$ cat src/rtl/comparator_pkg.sv
// rtl/comparator_pkg.sv - shared width, result encoding and flag encoder for the 4-bit comparator
package comparator_pkg;

  localparam int WIDTH = 4;

  typedef enum logic [1:0] {
    NONE = 2'd0,
    LT   = 2'd1,
    EQ   = 2'd2,
    GT   = 2'd3
  } result_e;

  // Collapse the cascade's three flags into one encoded result; the cascade
  // guarantees at most one flag is high, so priority order is irrelevant.
  function automatic result_e encode_result(input logic f_lt, input logic f_eq, input logic f_gt);
    result_e res;
    res = NONE;
    if (f_lt)      res = LT;
    else if (f_gt) res = GT;
    else if (f_eq) res = EQ;
    return res;
  endfunction

endpackage

$ cat src/rtl/comparator_1bit.sv
// rtl/comparator_1bit.sv - one MSB-first cascade slice of the magnitude comparator
module comparator_1bit (
  input  logic a_i,
  input  logic b_i,
  input  logic lt_in,
  input  logic eq_in,
  input  logic gt_in,
  output logic lt_out,
  output logic eq_out,
  output logic gt_out
);

  // A decision already made by a more significant bit passes straight
  // through; only while the upper bits are still equal does this bit decide.
  always_comb begin
    lt_out = lt_in | (eq_in & ~a_i &  b_i);
    gt_out = gt_in | (eq_in &  a_i & ~b_i);
    eq_out = eq_in & ~(a_i ^ b_i);
  end

endmodule

$ cat src/rtl/comparator_4bit.sv
// rtl/comparator_4bit.sv - registered signed/unsigned 4-bit comparator with one-cycle latency
module comparator_4bit
  import comparator_pkg::*;
(
  input  logic             clk,
  input  logic             rst_n,
  input  logic [WIDTH-1:0] a,
  input  logic [WIDTH-1:0] b,
  output logic             lt,
  output logic             eq,
  output logic             gt,
  input  logic             signed_mode,
  input  logic             in_valid,
  output logic             out_valid
);

  // In two's complement a set MSB means "smaller", so flipping both MSBs
  // turns the signed compare into an unsigned one; equality is unaffected.
  logic w_a3;
  logic w_b3;
  assign w_a3 = a[3] ^ signed_mode;
  assign w_b3 = b[3] ^ signed_mode;

  logic w_lt3, w_eq3, w_gt3;
  logic w_lt2, w_eq2, w_gt2;
  logic w_lt1, w_eq1, w_gt1;
  logic w_lt0, w_eq0, w_gt0;

  comparator_1bit u_bit3 (
    .a_i    (w_a3),  .b_i    (w_b3),
    .lt_in  (1'b0),  .eq_in  (1'b1),  .gt_in  (1'b0),
    .lt_out (w_lt3), .eq_out (w_eq3), .gt_out (w_gt3)
  );

  comparator_1bit u_bit2 (
    .a_i    (a[2]),  .b_i    (b[2]),
    .lt_in  (w_lt3), .eq_in  (w_eq3), .gt_in  (w_gt3),
    .lt_out (w_lt2), .eq_out (w_eq2), .gt_out (w_gt2)
  );

  comparator_1bit u_bit1 (
    .a_i    (a[1]),  .b_i    (b[1]),
    .lt_in  (w_lt2), .eq_in  (w_eq2), .gt_in  (w_gt2),
    .lt_out (w_lt1), .eq_out (w_eq1), .gt_out (w_gt1)
  );

  comparator_1bit u_bit0 (
    .a_i    (a[0]),  .b_i    (b[0]),
    .lt_in  (w_lt1), .eq_in  (w_eq1), .gt_in  (w_gt1),
    .lt_out (w_lt0), .eq_out (w_eq0), .gt_out (w_gt0)
  );

  result_e r_result;
  logic    r_out_valid;

  // Capture the cascade result on accepted inputs; hold it otherwise.
  always_ff @(posedge clk) begin
    if (!rst_n) begin
      r_result    <= NONE;
      r_out_valid <= 1'b0;
    end else begin
      r_out_valid <= in_valid;
      if (in_valid) begin
        r_result <= encode_result(w_lt0, w_eq0, w_gt0);
      end
    end
  end

  assign lt        = (r_result == LT);
  assign eq        = (r_result == EQ);
  assign gt        = (r_result == GT);
  assign out_valid = r_out_valid;

endmodule

$ cat config.mk
export PLATFORM = sky130hd
export DESIGN_NAME = comparator_4bit
export DESIGN_NICKNAME = d
export VERILOG_FILES = /design/src/rtl/comparator_pkg.sv /design/src/rtl/comparator_1bit.sv /design/src/rtl/comparator_4bit.sv
export SDC_FILE = /design/constraint.sdc
export NUM_CORES = 1
export LEC_CHECK = 0
export CORE_AREA = 3 3 40 42
export CTS_CLUSTER_SIZE = 28
export DETAILED_ROUTE_END_ITERATION = 12
export DIE_AREA = 0 0 43 45
export GPL_ROUTABILITY_DRIVEN = 0
export GPL_TIMING_DRIVEN = 0
export PLACE_DENSITY_LB_ADDON = 0.08
export SYNTH_ARGS = -nofsm -noshare
export SYNTH_HDL_FRONTEND = slang
export SYNTH_SLANG_ARGS = --single-unit
$ cat constraint.sdc
create_clock -name clk -period 5 [get_ports clk]
set_input_delay 1 -clock clk [delete_from_list [all_inputs] [get_ports clk]]
set_output_delay 1 -clock clk [all_outputs]
set_load 0.01 [all_outputs]
==> flow_results.xml <==
<?xml version="1.0" encoding="UTF-8"?>
<metrics>
  <group name="outcome">
    <metric name="result_of_the_run" unit="">finished clean</metric>
  </group>
  <group name="critical_path">
    <metric name="timing.critical_path.slowest_stage_cell" unit="">sky130_fd_sc_hd__clkdlybuf4s50_1</metric>
    <metric name="worst_setup_path_end_kind" unit="">flip-flop</metric>
    <metric name="max_stage_delay" unit="ns">0.51</metric>
    <metric name="worstPathArrival" unit="ns">2.75</metric>
    <metric name="cp_data_required_time" unit="ns">5.11</metric>
    <metric name="critical_path_cell_list" unit="">clkdlybuf4s50_1, xor2_1, inv_1, ha_1, nand2b_1, or3b_1, nor4_2, nor3_1</metric>
    <metric name="worstPathMaxFanout" unit="">2</metric>
    <metric name="path_class" unit="">in -&gt; reg</metric>
    <metric name="worst_setup_path_start_kind" unit="">primary input</metric>
  </group>
  <group name="synth">
    <metric name="synth-seq-area-share" unit="%">21.62</metric>
    <metric name="mean_cell_area_of_the_mapped_netlist" unit="um2">7.936</metric>
    <metric name="ys_ff_latch" unit="">3</metric>
    <metric name="netlist-cell-type-count" unit="">17</metric>
    <metric name="yosysWarningCount" unit="">0</metric>
    <metric name="synth-main-ff-cell" unit="">sky130_fd_sc_hd__dfxtp_1</metric>
    <metric name="netlist_instances" unit="">35</metric>
    <metric name="edff_count_synth" unit="">0</metric>
    <metric name="asyncSetResetFlopFracSynth" unit="%">0</metric>
    <metric name="synth_fp_nets" unit="">49</metric>
    <metric name="syn_area" unit="um2">277.8</metric>
  </group>
  <group name="sta">
    <metric name="layout_worst_path_cycle_share" unit="%">52.67</metric>
    <metric name="finalSetupViolCount" unit="">0</metric>
    <metric name="fin_worst_skew" unit="ns">0</metric>
    <metric name="rsz0062_at_grt" unit="">no</metric>
    <metric name="timing.final.max_slew_violations" unit="">0</metric>
    <metric name="report.final.hold_viol_count" unit="">0</metric>
    <metric name="maxClockFrequency" unit="MHz">379.7</metric>
    <metric name="timing.final.crit_period" unit="ns">2.634</metric>
    <metric name="worst_slew_pin_slew" unit="ns">0.2155</metric>
    <metric name="final.setup.tns" unit="ns">0</metric>
    <metric name="slew-limit-headroom" unit="%">85.51</metric>
  </group>
  <group name="clock_network">
    <metric name="cts.reportedPaths.clkPinSlew" unit="ns">0.04</metric>
    <metric name="buffers_from_clock_root_to_sink_at_most" unit="">2</metric>
    <metric name="cts.sink_count" unit="">3</metric>
    <metric name="cts_made_buffers" unit="">3</metric>
    <metric name="worstSkewPairLatency" unit="ns">0.23</metric>
    <metric name="post_cts_resized" unit="">0</metric>
    <metric name="clk_root_buffer_cell" unit="">sky130_fd_sc_hd__clkbuf_4</metric>
    <metric name="cts_hold_repair.buffers" unit="">0</metric>
    <metric name="htree_levels" unit="">1</metric>
    <metric name="cts_tree" unit="">yes</metric>
    <metric name="postCtsSetupBuffers" unit="">0</metric>
  </group>
  <group name="global_routing">
    <metric name="grt_pass1_vias" unit="">263</metric>
    <metric name="grt_max_degree" unit="">6</metric>
    <metric name="use_met2" unit="%">11.08</metric>
    <metric name="track_usage" unit="%">7.232</metric>
    <metric name="grt_first_pass_wirelength" unit="um">986</metric>
    <metric name="grt_antenna_before_repair" unit="">0</metric>
    <metric name="grt_most_used_layer" unit="">met2</metric>
    <metric name="groute.layer.met1.usage" unit="%">6.954</metric>
    <metric name="grt_overflow_total" unit="">0</metric>
    <metric name="grt_util_met3" unit="%">4.781</metric>
  </group>
  <group name="pwr">
    <metric name="p_leak" unit="uW">0.0001912</metric>
    <metric name="cellInternalPower" unit="uW">77.02</metric>
    <metric name="power.switching_fraction" unit="%">26.97</metric>
    <metric name="power.combinational.fraction" unit="%">33.6</metric>
    <metric name="power.clock.fraction" unit="%">40.1</metric>
    <metric name="power.density_cell_area" unit="nW/um2">223.0</metric>
    <metric name="ir_worst_vdd" unit="uV">105.3</metric>
    <metric name="power.switching" unit="uW">28.44</metric>
    <metric name="power_frac_seq" unit="%">26.3</metric>
    <metric name="total_power" unit="uW">105.5</metric>
  </group>
  <group name="finish">
    <metric name="layout-area-overhead-vs-synth" unit="%">70.27</metric>
    <metric name="net_count_of_the_finished_layout" unit="">69</metric>
    <metric name="num-fill-cells" unit="">134</metric>
    <metric name="antenna_cells" unit="">0</metric>
    <metric name="final_layout_size_suffix_gt1_share" unit="%">7.407</metric>
  </group>
  <group name="floorplanning">
    <metric name="core_region_area" unit="um2">1285</metric>
    <metric name="total_die_area" unit="um2">1935</metric>
    <metric name="start_util" unit="%">21.62</metric>
    <metric name="row_count" unit="">13</metric>
    <metric name="die-height" unit="um">45</metric>
    <metric name="die_width" unit="um">43</metric>
    <metric name="io_pins" unit="">16</metric>
  </group>
  <group name="hold_path">
    <metric name="worst_hold_path_type" unit="">reg -&gt; reg</metric>
  </group>
  <group name="drt">
    <metric name="routed_wirelength" unit="um">597</metric>
    <metric name="post_drt_wl_per_cell" unit="um">8.652</metric>
    <metric name="dr.pass1.iters" unit="">4</metric>
    <metric name="remaining_design_rule_violation_count" unit="">0</metric>
    <metric name="vias" unit="">306</metric>
    <metric name="ant_nets" unit="">0</metric>
    <metric name="drt-vias-per-instance" unit="">4.435</metric>
    <metric name="detailedRoute.firstIterationViolations" unit="">6</metric>
  </group>
  <group name="job">
    <metric name="maxCapViolCount" unit="">0</metric>
  </group>
  <group name="place">
    <metric name="detailed_place_hpwl" unit="um">527.9</metric>
    <metric name="portBuffers" unit="">15</metric>
  </group>
</metrics>
==> worst max-delay path: cells and delay by family <==
family	cells	cell delay, ns
XOR/XNOR	1	0.20
buffers and inverters	2	0.57
adder cells (fa/ha/maj)	1	0.20
AND/OR/NAND/NOR	4	0.79
==> power by group through the flow <==
| stage | sequential (uW) | clock [uW] | combinational [uW] |
|---|---|---|---|
| 2_1_floorplan | 27.9 | 0 | 18.1 |
| 3_3_place_gp | 27.9 | 0 | 35.6 |
| 3_5_place_dp | 28.0 | 0 | 36.0 |
| 4_1_cts | 27.7 | 43.8 | 36.0 |
| 5_1_grt | 27.9 | 47.1 | 39.2 |
| 6_report | 27.7 | 42.3 | 35.4 |
==> state kept, by name, summed over array words and instances, names as in the netlist <==
name,count
out_valid,1
r_result,2
==> layout make-up <==
type | count | area, um2 | area share [%]
well taps | 15 | 18.77 | 3.968
inverters | 3 | 11.26 | 2.381
multi-input cells | 29 | 206.4 | 43.65
clock buffers | 4 | 26.28 | 5.556
repair buffers | 15 | 150.1 | 31.75
flip-flops and latches | 3 | 60.06 | 12.70
==> path summary, 6_finish.rpt <==
check / from / endpoint / slack (ns) / cells past startpoint
worst max register to register: r_result[0]$_SDFFE_PN0P_ / r_result[0]$_SDFFE_PN0P_ / 4.36 / 2
worst min-delay path: r_result[1]$_SDFFE_PN0P_ / r_result[1]$_SDFFE_PN0P_ / 0.51 / 2
worst min register to register: r_result[1]$_SDFFE_PN0P_ / r_result[1]$_SDFFE_PN0P_ / 0.51 / 2
worst max-delay path: signed_mode / r_result[0]$_SDFFE_PN0P_ / 2.37 / 8
==> through the flow <==
stage	worst slack, ns	hold WS [ns]	util, %	cells	instance area [um2]
6_report	2.366	0.5084	36.81	69	473.0
5_1_grt	2.246	0.5518	36.81	69	473.0
4_1_cts	2.349	0.5130	36.81	69	473.0
3_5_place_dp	2.103	0.5052	34.76	65	446.7
3_3_place_gp	2.123	0.5237	34.76	65	446.7
2_1_floorplan	2.753	0.4773	-	35	277.8
==> placed cells by master (no fill, tap or decap), types with 2 or more instances in the layout <==
| cell type | synthesis | final |
|---|---|---|
| sky130_fd_sc_hd__a21oi_1 | 2 | 2 |
| sky130_fd_sc_hd__and2_1 | 2 | 2 |
| sky130_fd_sc_hd__clkbuf_4 | 0 | 3 |
| sky130_fd_sc_hd__clkdlybuf4s50_1 | 0 | 15 |
| sky130_fd_sc_hd__dfxtp_1 | 3 | 3 |
| sky130_fd_sc_hd__ha_1 | 2 | 2 |
| sky130_fd_sc_hd__inv_1 | 3 | 3 |
| sky130_fd_sc_hd__nand2_1 | 2 | 2 |
| sky130_fd_sc_hd__nand2b_1 | 2 | 2 |
| sky130_fd_sc_hd__nor2b_1 | 5 | 5 |
| sky130_fd_sc_hd__nor3_1 | 2 | 2 |
| sky130_fd_sc_hd__o21ai_0 | 2 | 2 |
| sky130_fd_sc_hd__xor2_1 | 4 | 4 |
==> logic make-up after synthesis <==
kind of cell	count (synthesis)	synth area share [%]
flip-flops	3	21.62
buffers and inverters	3	4.054
adder cells (fa/ha/maj)	2	9.008
AO/OA/AOI/OAI	7	15.77
XOR/XNOR	4	12.61
AND/OR/NAND/NOR	16	36.94
==> Yosys cell counts (all sizes together), types with 2 or more instances <==
| cell | n | area share, % |
|---|---|---|
| nor2b | 5 | 11 |
| xor2 | 4 | 13 |
| dfxtp | 3 | 22 |
| inv | 3 | 4.1 |
| a21oi | 2 | 3.6 |
| and2 | 2 | 4.5 |
| ha | 2 | 9.0 |
| nand2 | 2 | 2.7 |
| nand2b | 2 | 4.5 |
| nor3 | 2 | 3.6 |
| o21ai | 2 | 3.6 |
==> metal layers <==
layer  up-vias  part of all wire, %
met5         -                    0
met4         0                  1.3
met3         2                   10
met2        13                   49
met1       134                   40
li1        157                    -
Power figures use the tool's default switching activity.
==> variant 1: new RTL, same flow settings <==
Put a register stage on the outputs `lt`, `eq` and `gt`, cleared by the reset. The values now appear one clock later. The other outputs are not delayed to match.
--- a/src/rtl/comparator_4bit.sv
+++ b/src/rtl/comparator_4bit.sv
@@ -68,5 +68,13 @@
 
-  assign lt        = (r_result == LT);
-  assign eq        = (r_result == EQ);
-  assign gt        = (r_result == GT);
+  always_ff @(posedge clk) begin
+    if (!rst_n) begin
+      lt <= '0;
+      eq <= '0;
+      gt <= '0;
+    end else begin
+      lt <= (r_result == LT);
+      eq <= (r_result == EQ);
+      gt <= (r_result == GT);
+    end
+  end
   assign out_valid = r_out_valid;
Behaviour: not the same (Yosys sat finds a counterexample within 4 cycles, from zero or initial values and one cycle with rst_n low).
==> variant 1 against the original RTL <==
Final area increased by 13%; sequential cell count is 3 higher; hold slack lost 0.077 ns; power increased by 24%; synthesized area is 23% higher; routed wire length increased by 20%; synthesized cell count grew 8.6%; first-iteration DRC count decreased by 100%; sequential power up 91%; setup slack gained 0.28 ns.
==> variant 1: results (changes against the original RTL) <==
Run status
  – Status: complete, no violations

Yosys
  – Syn_nets: 52 (+6.1%)
  – Post-Synth XOR/XNOR Area: 12.8% (+0.21 points)
  – Sequential share of the synthesized area: 35.2% (+14 points)
  – Synthesis Warnings: 0 (unchanged)
  – Compound-gate portion of the synthesized area: 18.3% (+2.5 points)
  – Synth top area cells: dfxtp_1 35%, xor2_1 10%, ha_1 7.3%
  – Unique masters post-synth: 22 (+5)
  – Commonest cells in the netlist: 6 x dfxtp_1, 4 x xor2_1, 3 x inv_1, 3 x nor2_1
  – Post-Synth Adder-Cell Area: 7.33% (-1.7 points)

Pwr
  – Worst VDD drop: 0.0623 mV (-41%)
  – Psw: 0.0000324 W (+14%)
  – Leak: 0.229 nW (+20%)

Routing
  – Initial drt markers: 0 (-6)
  – Pre-Repair DR Iteration Count: 1 (-3)
  – Post-Route WL: 716 µm (+20%)
  – Routed via count: 329 (+7.5%)

Worst hold path
  – Cells on Worst Hold Path: 1 (-1)

Finish
  – Layout cell share with drive strength beyond 1: 8.93% (+1.5 points)
  – Final nets: 72 (+4.3%)
  – Fill count: 141 (+5.2%)

Setup path
  – Top Family by Delay on Critical Path: buffers and inverters
  – Reg2Reg Setup Slack: 4.31 ns (-0.05 ns)
  – Crit-path max FO: 3 (+1)

Clocking
  – Cts hold-fix bufs: 0 (unchanged)
  – Clock Latency Late Sink: 0.24 ns
  – Clock root buffer: clkbuf_4

STA
  – Skew final: 0.00343 ns (+0.00343 ns)
  – Slew @ Worst Pin: 0.275 ns (+0.0595 ns)

GRT
  – Global-route wire length before repair: 1130 µm (+15%)
  – Largest net degree at the start of global routing: 7 (+1)
  – Initial antenna violation count: 0 (unchanged)
  – Grt met3 use: 3.98% (-0.80 points)
  – Overall global routing resource usage: 8.50% (+1.3 points)
  – Vias in the first global route: 322 (+22%)

Placed design
  – HPWL Detailed: 602 µm (+14%)
variant 1: layout make-up:
class	count	area, µm²	share of cell area [%]
Clock buffer	3	22.5	4.23
Inverter	3	11.3	2.11
Multi-Input combinational cell	29	210	39.4
Sequential cell	6	120	22.5
Tap cell	15	18.8	3.52
Timing Repair Buffer	15	150	28.2
variant 1: worst reg2reg max path, cell delays in order (launching register included):
cell and delay (ns):
dfxtp_1 0.36, nor2_1 0.05, a211oi_1 0.19
variant 1: metal layers:
metal  vias up  part of all wire (%)
met1       148                    35
met2        11                    54
met5         -                     0
li1        168                     -
met4         0                  0.84
met3         2                   9.5
variant 1: power groups by stage:
| stage | clock network (W) | logic [W] | registers (W) |
|---|---|---|---|
| after global placement | 0 | 0.0000340 | 0.0000538 |
| after CTS | 0.0000472 | 0.0000346 | 0.0000529 |
| after global routing | 0.0000474 | 0.0000373 | 0.0000534 |
| after detailed placement | 0 | 0.0000344 | 0.0000538 |
| after floorplan | 0 | 0.0000163 | 0.0000543 |
| final | 0.0000438 | 0.0000341 | 0.0000530 |
variant 1: stage by stage:
step | instances | hold slack [ns] | power, W | setup WS (ns) | instance area, µm²
after global placement | 68 | 0.426 | 0.0000879 | 2.41 | 510
after CTS | 71 | 0.437 | 0.000135 | 2.62 | 533
after floorplan | 38 | 0.402 | 0.0000706 | 3.02 | 342
final | 71 | 0.432 | 0.000131 | 2.65 | 533
after global routing | 71 | 0.472 | 0.000138 | 2.53 | 533
after detailed placement | 68 | 0.430 | 0.0000882 | 2.37 | 510
variant 1: cells by family (layout without fill, tap and decap cells):
kind of cell | Yosys count | in the layout
buf+inv | 3 | 21
xor+xnor | 5 | 5
simple gates | 14 | 14
flops | 6 | 6
compound gates | 8 | 8
fa+ha+maj | 2 | 2
variant 1: how the worst max path moves through the flow:
stage	cells after the start	from	slack [ns]	end
final	7	signed_mode	2.65	r_result[0]
after global routing	7	signed_mode	2.53	r_result[0]
after CTS	7	signed_mode	2.62	r_result[0]
after detailed placement	7	signed_mode	2.37	r_result[0]
after global placement	7	signed_mode	2.41	r_result[0]
after floorplan	6	signed_mode	3.02	r_result[0]
==> variant 2: new RTL, config.mk and constraints unchanged <==
Without the edit above. Encoding of `result_e`: now one-hot (4 bits for 4 values).
--- a/src/rtl/comparator_pkg.sv
+++ b/src/rtl/comparator_pkg.sv
@@ -5,7 +5,7 @@
 
-  typedef enum logic [1:0] {
-    NONE = 2'd0,
-    LT   = 2'd1,
-    EQ   = 2'd2,
-    GT   = 2'd3
+  typedef enum logic [3:0] {
+    NONE = 4'b0001,
+    LT   = 4'b0010,
+    EQ   = 4'b0100,
+    GT   = 4'b1000
   } result_e;
Formal check against the unedited RTL: no difference found for any inputs over 10 cycles, from zero or initial values and one cycle with rst_n low; not proved beyond that.
==> variant 2 against the original RTL <==
Critical endpoint is now r_result[3]; sequential cell count increased by 2; power increased by 24%; routed wire length increased by 24%; global-route usage increased by 1.8 points; largest cell class unchanged; synthesized area increased by 36%; final area increased by 21%; setup slack got worse by 0.033 ns; hold slack improved by 0.042 ns; non-clock buffer count unchanged; final cell count increased by 10%; sequential power increased by 64%; utilization increased by 7.8 points; combinational power increased by 5%; largest power group unchanged; first-iteration DRC count unchanged.
==> variant 2: results (changes against the original RTL) <==
Yosys
  – Syn_nets: 56 (+14%)
  – Sequential share of the synthesized area: 26.5% (+4.9 points)
  – Mean Syn Cell Area: 9.00 µm² (+13%)
  – Synth top area cells: dfxtp_1 26%, nor4b_1 7.0%, ha_1 6.6%
  – Unique masters post-synth: 25 (+8)

GRT
  – Global-route wire length before repair: 1260 µm (+27%)
  – Vias in the first global route: 319 (+21%)
  – Met2 Track Usage GR: 12.9% (+1.8 points)
  – Largest net degree at the start of global routing: 8 (+2)
  – Overall global routing resource usage: 8.99% (+1.8 points)

Finish
  – Layout cell share with drive strength beyond 1: 11.5% (+4.1 points)
  – Final nets: 76 (+10%)
  – Max reg flops: 4 (+2)

Pwr
  – Leak: 0.247 nW (+29%)
  – Worst VDD drop: 0.0688 mV (-35%)

Routing
  – Met2 WL post-DR: 306 µm (+5.5%)
  – Pre-Repair DR Iteration Count: 3 (-1)
  – Metal3 WL: 84 µm (+35%)
  – Routed via count: 365 (+19%)
  – Post-Route WL: 740 µm (+24%)

Setup path
  – Worst R2R End: r_result[2]
  – R2R Path Start: r_result[2]
  – Critical path destination: r_result[3]
  – Top Family by Delay on Critical Path: buffers and inverters
  – Crit-path max FO: 5 (+3)
  – Critical path arrival: 2.80 ns (+0.05 ns)

Placed design
  – HPWL Detailed: 609 µm (+15%)
  – Area post-placement: 547 µm² (+22%)
  – Post-placement setup slack: 2.07 ns (-0.0327 ns)

Run status
  – Status: complete, no violations

STA
  – Worst hold slack: 0.551 ns (+0.0422 ns)
  – Final setup margin: 2.33 ns (-0.0333 ns)
  – Relative slew slack: 82.5% (-3.0 points)
[variant 2: cell count changes after synthesis, sizes merged, moves of 2 or more]
cell	change
a31o	+2
dfxtp	+2
nor3	-2
xor2	-2
nor4b	+3
nor2b	-4
and3b	+2
[variant 2: area by class of cell]
type / count / area, µm²
clock buffers: 4 / 26.3
multi-input cells: 33 / 263
well taps: 15 / 18.8
fillers: 137 / 712
inverters: 4 / 15.0
repair buffers: 15 / 150
flip-flops and latches: 5 / 100
[variant 2: worst register-to-register path, stage by stage (launching register included)]
cell and delay (ns):
dfxtp_1 0.33, and3b_1 0.18, a41o_2 0.22
[variant 2: logic make-up after synthesis]
logic type,Yosys count,synth area share (%)
AO/OA/AOI/OAI,10,18.9
AND/OR/NAND/NOR,17,34.4
buffers and inverters,4,3.97
flip-flops,5,26.5
adder cells (fa/ha/maj),3,9.27
XOR/XNOR,3,6.95
[variant 2: where the power goes]
group          switching [W]  internal [W]
Sequential        0.00000243     0.0000430
Combinational      0.0000152     0.0000221
Clock              0.0000174     0.0000302
